$ cat src/rtl/snitch_mem_arbiter_pkg.sv
// Shared types and constants for the Snitch fetch/data memory arbiter.
package snitch_mem_arbiter_pkg;

    localparam int unsigned DefAddrWidth = 32;
    localparam int unsigned DefDataWidth = 64;
    localparam int unsigned DefInstWidth = 32;
    localparam int unsigned AmoWidth     = 4;

    localparam logic [AmoWidth-1:0] AmoNone = 4'h0;

    typedef enum logic [1:0] {
        IDLE,
        GNT_INST,
        GNT_DATA
    } state_e;

endpackage

$ cat src/rtl/snitch_mem_rsp_reg.sv
// One-entry data response register; a pop and a push may happen in the same cycle.
module snitch_mem_rsp_reg #(
    parameter int unsigned DataWidth = 64
) (
    input  logic                 clk_i,
    input  logic                 rst_ni,
    input  logic                 push,
    input  logic [DataWidth-1:0] push_data,
    input  logic                 push_error,
    output logic [DataWidth-1:0] pdata,
    output logic                 perror,
    output logic                 pvalid,
    input  logic                 pready
);

    always_ff @(posedge clk_i) begin
        if (!rst_ni) begin
            pvalid <= 1'b0;
            pdata  <= '0;
            perror <= 1'b0;
        end else if (push) begin
            pvalid <= 1'b1;
            pdata  <= push_data;
            perror <= push_error;
        end else if (pvalid && pready) begin
            pvalid <= 1'b0;
        end
    end

endmodule

$ cat src/rtl/snitch_mem_arbiter.sv
// Round-robin arbiter merging the Snitch fetch and data ports onto one memory port.
module snitch_mem_arbiter
    import snitch_mem_arbiter_pkg::*;
#(
    parameter int unsigned AddrWidth = DefAddrWidth,
    parameter int unsigned DataWidth = DefDataWidth,
    parameter int unsigned InstWidth = DefInstWidth
) (
    input  logic                   clk_i,
    input  logic                   rst_ni,
    input  logic [AddrWidth-1:0]   inst_addr_i,
    input  logic                   inst_valid_i,
    output logic [InstWidth-1:0]   inst_data_o,
    output logic                   inst_ready_o,
    input  logic [AddrWidth-1:0]   data_qaddr_i,
    input  logic                   data_qwrite_i,
    input  logic [AmoWidth-1:0]    data_qamo_i,
    input  logic [DataWidth-1:0]   data_qdata_i,
    input  logic [DataWidth/8-1:0] data_qstrb_i,
    input  logic                   data_qvalid_i,
    output logic                   data_qready_o,
    output logic [DataWidth-1:0]   data_pdata_o,
    output logic                   data_perror_o,
    output logic                   data_pvalid_o,
    input  logic                   data_pready_i,
    output logic                   mem_valid_o,
    output logic [AddrWidth-1:0]   mem_addr_o,
    output logic                   mem_write_o,
    output logic [DataWidth-1:0]   mem_wdata_o,
    output logic [DataWidth/8-1:0] mem_wstrb_o,
    input  logic                   mem_ready_i,
    input  logic [DataWidth-1:0]   mem_rdata_i
);

    state_e state;
    logic   prio_data;
    logic   rsp_pending;
    logic   amo_req;
    logic   amo_accept;
    logic   data_elig;
    logic   sel_inst;
    logic   sel_data;
    logic   rsp_push;
    logic   [DataWidth-1:0] rsp_data;

    // A data request may only use memory when its response slot is (or is becoming) free.
    always_comb begin
        rsp_pending = data_pvalid_o && !data_pready_i;
        amo_req     = data_qvalid_i && (data_qamo_i != AmoNone);
        data_elig   = data_qvalid_i && !rsp_pending && !amo_req;
        amo_accept  = amo_req && !rsp_pending && (state != GNT_DATA);
        sel_inst    = 1'b0;
        sel_data    = 1'b0;
        case (state)
            IDLE: begin
                sel_data = data_elig && (!inst_valid_i || prio_data);
                sel_inst = inst_valid_i && !sel_data;
            end
            GNT_INST: sel_inst = 1'b1;
            GNT_DATA: sel_data = 1'b1;
            default: ;
        endcase
    end

    always_comb begin
        mem_valid_o   = sel_inst || sel_data;
        mem_addr_o    = '0;
        mem_write_o   = 1'b0;
        mem_wdata_o   = '0;
        mem_wstrb_o   = '0;
        inst_ready_o  = sel_inst && mem_ready_i;
        inst_data_o   = '0;
        data_qready_o = (sel_data && mem_ready_i) || amo_accept;
        if (sel_data) begin
            mem_addr_o  = data_qaddr_i;
            mem_write_o = data_qwrite_i;
            mem_wdata_o = data_qdata_i;
            mem_wstrb_o = data_qstrb_i;
        end else if (sel_inst) begin
            mem_addr_o  = inst_addr_i;
            inst_data_o = inst_addr_i[2] ? mem_rdata_i[DataWidth-1:InstWidth]
                                         : mem_rdata_i[InstWidth-1:0];
        end
    end

    // Stores and AMOs answer with zero data; only memory reads return rdata.
    assign rsp_push = data_qready_o;
    assign rsp_data = (sel_data && !data_qwrite_i) ? mem_rdata_i : '0;

    always_ff @(posedge clk_i) begin
        if (!rst_ni) begin
            state     <= IDLE;
            prio_data <= 1'b1;
        end else begin
            case (state)
                IDLE: begin
                    if (sel_inst || sel_data) begin
                        if (mem_ready_i) prio_data <= sel_inst;
                        else             state     <= sel_inst ? GNT_INST : GNT_DATA;
                    end
                end
                GNT_INST: begin
                    if (mem_ready_i) begin
                        state     <= IDLE;
                        prio_data <= 1'b1;
                    end
                end
                GNT_DATA: begin
                    if (mem_ready_i) begin
                        state     <= IDLE;
                        prio_data <= 1'b0;
                    end
                end
                default: state <= IDLE;
            endcase
        end
    end

    snitch_mem_rsp_reg #(
        .DataWidth (DataWidth)
    ) i_rsp_reg (
        .clk_i      (clk_i),
        .rst_ni     (rst_ni),
        .push       (rsp_push),
        .push_data  (rsp_data),
        .push_error (amo_accept),
        .pdata      (data_pdata_o),
        .perror     (data_perror_o),
        .pvalid     (data_pvalid_o),
        .pready     (data_pready_i)
    );

endmodule

$ cat config.mk
export PLATFORM = sky130hd
export DESIGN_NAME = snitch_mem_arbiter
export DESIGN_NICKNAME = d
export VERILOG_FILES = /design/src/rtl/snitch_mem_arbiter_pkg.sv /design/src/rtl/snitch_mem_rsp_reg.sv /design/src/rtl/snitch_mem_arbiter.sv
export SDC_FILE = /design/constraint.sdc
export NUM_CORES = 1
export LEC_CHECK = 0
export BUFFER_PORTS_ARGS = -buffer_cell sky130_fd_sc_hd__buf_2
export CAP_MARGIN = 30
export CELL_PAD_IN_SITES_DETAIL_PLACEMENT = 1
export CELL_PAD_IN_SITES_GLOBAL_PLACEMENT = 1
export CORE_AREA = 2 2 160 162
export CTS_CLUSTER_DIAMETER = 200
export DETAILED_ROUTE_END_ITERATION = 7
export DIE_AREA = 0 0 162 164
export HOLD_SLACK_MARGIN = 0.06
export PLACE_DENSITY = 0.71
export SETUP_SLACK_MARGIN = 0.2
export SLEW_MARGIN = 10
export SYNTH_ARGS = -nofsm -noshare
export SYNTH_HDL_FRONTEND = slang
export SYNTH_HIERARCHICAL = 1
export SYNTH_SLANG_ARGS = --single-unit
$ cat constraint.sdc
create_clock -name clk_i -period 3.25 [get_ports clk_i]
set_input_delay 0.65 -clock clk_i [delete_from_list [all_inputs] [get_ports clk_i]]
set_output_delay 0.65 -clock clk_i [all_outputs]
set_load 0.03 [all_outputs]
==> impl_metrics.env <==
export IMPL_area_growth_pct=48.62
export IMPL_gr_total_overflow=0
export IMPL_clk_pin_slew_ps=60
export IMPL_nNetsFinal=1198
export IMPL_place_inst=1301
export IMPL_rows=58
export IMPL_synth_seq_cells=69
export IMPL_max_freq_ghz=0.3368
export IMPL_ant_nets=0
export IMPL_instances_no_fill=1318
export IMPL_clock_latency_ps=330
export IMPL_antenna_found_initial=2
export IMPL_final_util=0.3236
export IMPL_crit_required_ps=2600
export IMPL_synth_cell_type_count=35
export IMPL_syn_inst=593
export IMPL_die_h_um=164
export IMPL_fin_crit_ps=2969
export IMPL_layout_filler_cells=3135
export IMPL_powerDensity_nw_per_um2=786.6
export IMPL_grt_max_degree=68
export IMPL_cts_path_max_buffers=2
export IMPL_cts_root_buf="clkbuf_16"
export IMPL_pre_cts_ws_ps=28.48
export IMPL_cts_buffers=9
export IMPL_first_global_vias=5836
export IMPL_timing_setup_tns_ps=0
export IMPL_io_pin_count=417
export IMPL_synth_warnings=6
export IMPL_slew_violations=0
export IMPL_grt_pass1_wl_um=36350
export IMPL_setup_viol=0
export IMPL_maxCapViolCount=0
export IMPL_routed_wl_um=25510
export IMPL_avgSynthCellArea_um2=9.113
export IMPL_design_area_um2=8031
export IMPL_grt_usage=0.1796
export IMPL_r2r_start="state[1]$_SDFFE_PN0P_"
export IMPL_fp_dieArea_um2=26570
export IMPL_cts_hold_fix_buffers=0
export IMPL_arrival_ps=2320
export IMPL_cts_tree="built"
export IMPL_end_kind="primary output"
export IMPL_vdd_drop_max_mv=0.3862
export IMPL_coreArea_um2=24820
export IMPL_critPathLaunchType="primary input"
export IMPL_gp_congestion=0.8714
export IMPL_p_leak_uw=0.004270
export IMPL_final_cell_mix="buf_2, nor2b_1, mux2i_1"
export IMPL_final_common_cell="buf_2"
export IMPL_rsz0062_at_grt="yes"
export IMPL_diodes=0
export IMPL_ctsHtreeMaxLevel=3
export IMPL_crit_fanout=54
export IMPL_hpwl_um=20710
export IMPL_drive_above_1_share=0.5243
export IMPL_status="finished, final reports clean"
export IMPL_firstDrtPassIters=4
export IMPL_relSlewSlack=0.6001
export IMPL_syn_area_um2=5404
export IMPL_hold_start="state[0]$_SDFFE_PN0P_"
export IMPL_viasPerCell=4.268
export IMPL_fin_crit_sh=0.9135
export IMPL_clock_skew_ps=6.895
export IMPL_setup_ws_ps=281.3
export IMPL_crit_start="data_qamo_i[1]"
export IMPL_cts_sinks=69
export IMPL_vias=5625
export IMPL_io_buffers=416
export IMPL_avgRoutedWirePerCell_um=19.36
export IMPL_drtIter0Drc=182
export IMPL_final_hold_viol_count=0
export IMPL_dieWidth_um=162
export IMPL_initial_utilization=0.2177
export IMPL_placed_cell_area_um2=7719
export IMPL_syn_nets=807
export IMPL_worst_slew_pin_transition_ps=599.8
export IMPL_hp_class="reg2reg"
export IMPL_ys_seq_area_frac=0.2556
export IMPL_drc=0
export IMPL_critPathKind="in2out"
## critical path, stage by stage
cell     delay, ps
buf_2          110
nor4_4         290
and3_4         270
a31oi_4        140
buf_4          190
buf_12         180
nor2b_1        220
buf_2          240
## cell usage after synthesis (all sizes together)
cell type  number  area (µm²)
mux2i         129        1291
a311o           1       10.01
a21oi           3       15.01
a31oi           2       27.53
nor3            2       10.01
nand3b          1       7.510
o21a            2       15.01
nor2b         139       869.6
o21ai           4       20.02
clkbuf         29       110.1
o21bai          1       7.510
a211oi          1       7.510
nor3b          66       815.8
nand2          34       127.6
a41oi           1       8.760
o32a            1       10.01
or4b            1       10.01
nand2b          3       18.77
inv            37       138.9
dfxtp          69        1381
ha              3       37.54
and3            1       6.260
o211a           1       10.01
buf            24       274.0
mux2            1       11.26
o22ai           1       6.260
nor2           34       127.6
or4             1       7.510
nor4            1       21.27
## per-stage QoR
step	hold slack, ps	power (µW)
finish	505.5	6318
global route	535.9	6655
CTS	515.4	6409
detailed placement	498.6	5379
global placement	491.9	5350
floorplan	464.6	4197
## cell families (layout without fill, tap and decap cells)
group / count (synthesis) / after routing / share of synthesized area
mux: 130 / 130 / 0.2410
compound gates: 18 / 18 / 0.02547
buf+inv: 90 / 485 / 0.09678
fa+ha+maj: 3 / 3 / 0.006947
flops: 69 / 69 / 0.2556
simple gates: 283 / 283 / 0.3742
## final timing paths
path	to	slack, ps	cells after the start
max reg2reg	i_rsp_reg/pdata[9]$_SDFFE_PN0P_	840	9
min	state[0]$_SDFFE_PN0P_	510	2
max	mem_wdata_o[15]	280	8
min reg2reg	state[0]$_SDFFE_PN0P_	510	2
## power breakdown
part / leakage, µW / switching [µW] / internal, µW
Combinational: 0.00357 / 3020 / 1370
Sequential: 0.000557 / 37.3 / 911
Clock: 0.000141 / 387 / 590
Total: 0.00427 / 3450 / 2870
## flip-flops by register name, indices dropped and copies added, names as in the netlist
| signal | flops |
|---|---|
| i_rsp_reg/pdata | 64 |
| i_rsp_reg/perror | 1 |
| prio_data | 1 |
| state | 2 |
| i_rsp_reg/pvalid | 1 |
## routing by layer
metal / track usage / wire (µm) / vias to the layer above
met5: 0 / 22 / -
met4: 0.06637 / 813 / 4
met3: 0.05101 / 1907 / 33
met2: 0.3133 / 12560 / 223
met1: 0.2095 / 10210 / 2643
li1: - / - / 2722
## area by class of cell
cell class                      instances  area [µm²]  area share
Clock buffer                            9       225.2     0.02804
Clock inverter                          6       65.06    0.008101
Tap cell                              330       412.9     0.05141
Inverter                               37       138.9     0.01729
Multi-Input combinational cell        434        3521      0.4384
Timing Repair Buffer                  433        2287      0.2848
Sequential cell                        69        1381      0.1720
## timing repair
| action | 4_1_cts | 5_1_grt |
|---|---|---|
| endpoints found under the hold margin | 0 | 0 |
| setup buffers | 2 | 0 |
| endpoints found under the setup margin | 32 | 38 |
| pin swaps | 1 | 0 |
| gates resized for setup | 1 | 2 |
Note: power is estimated with default switching activity, not from simulation.
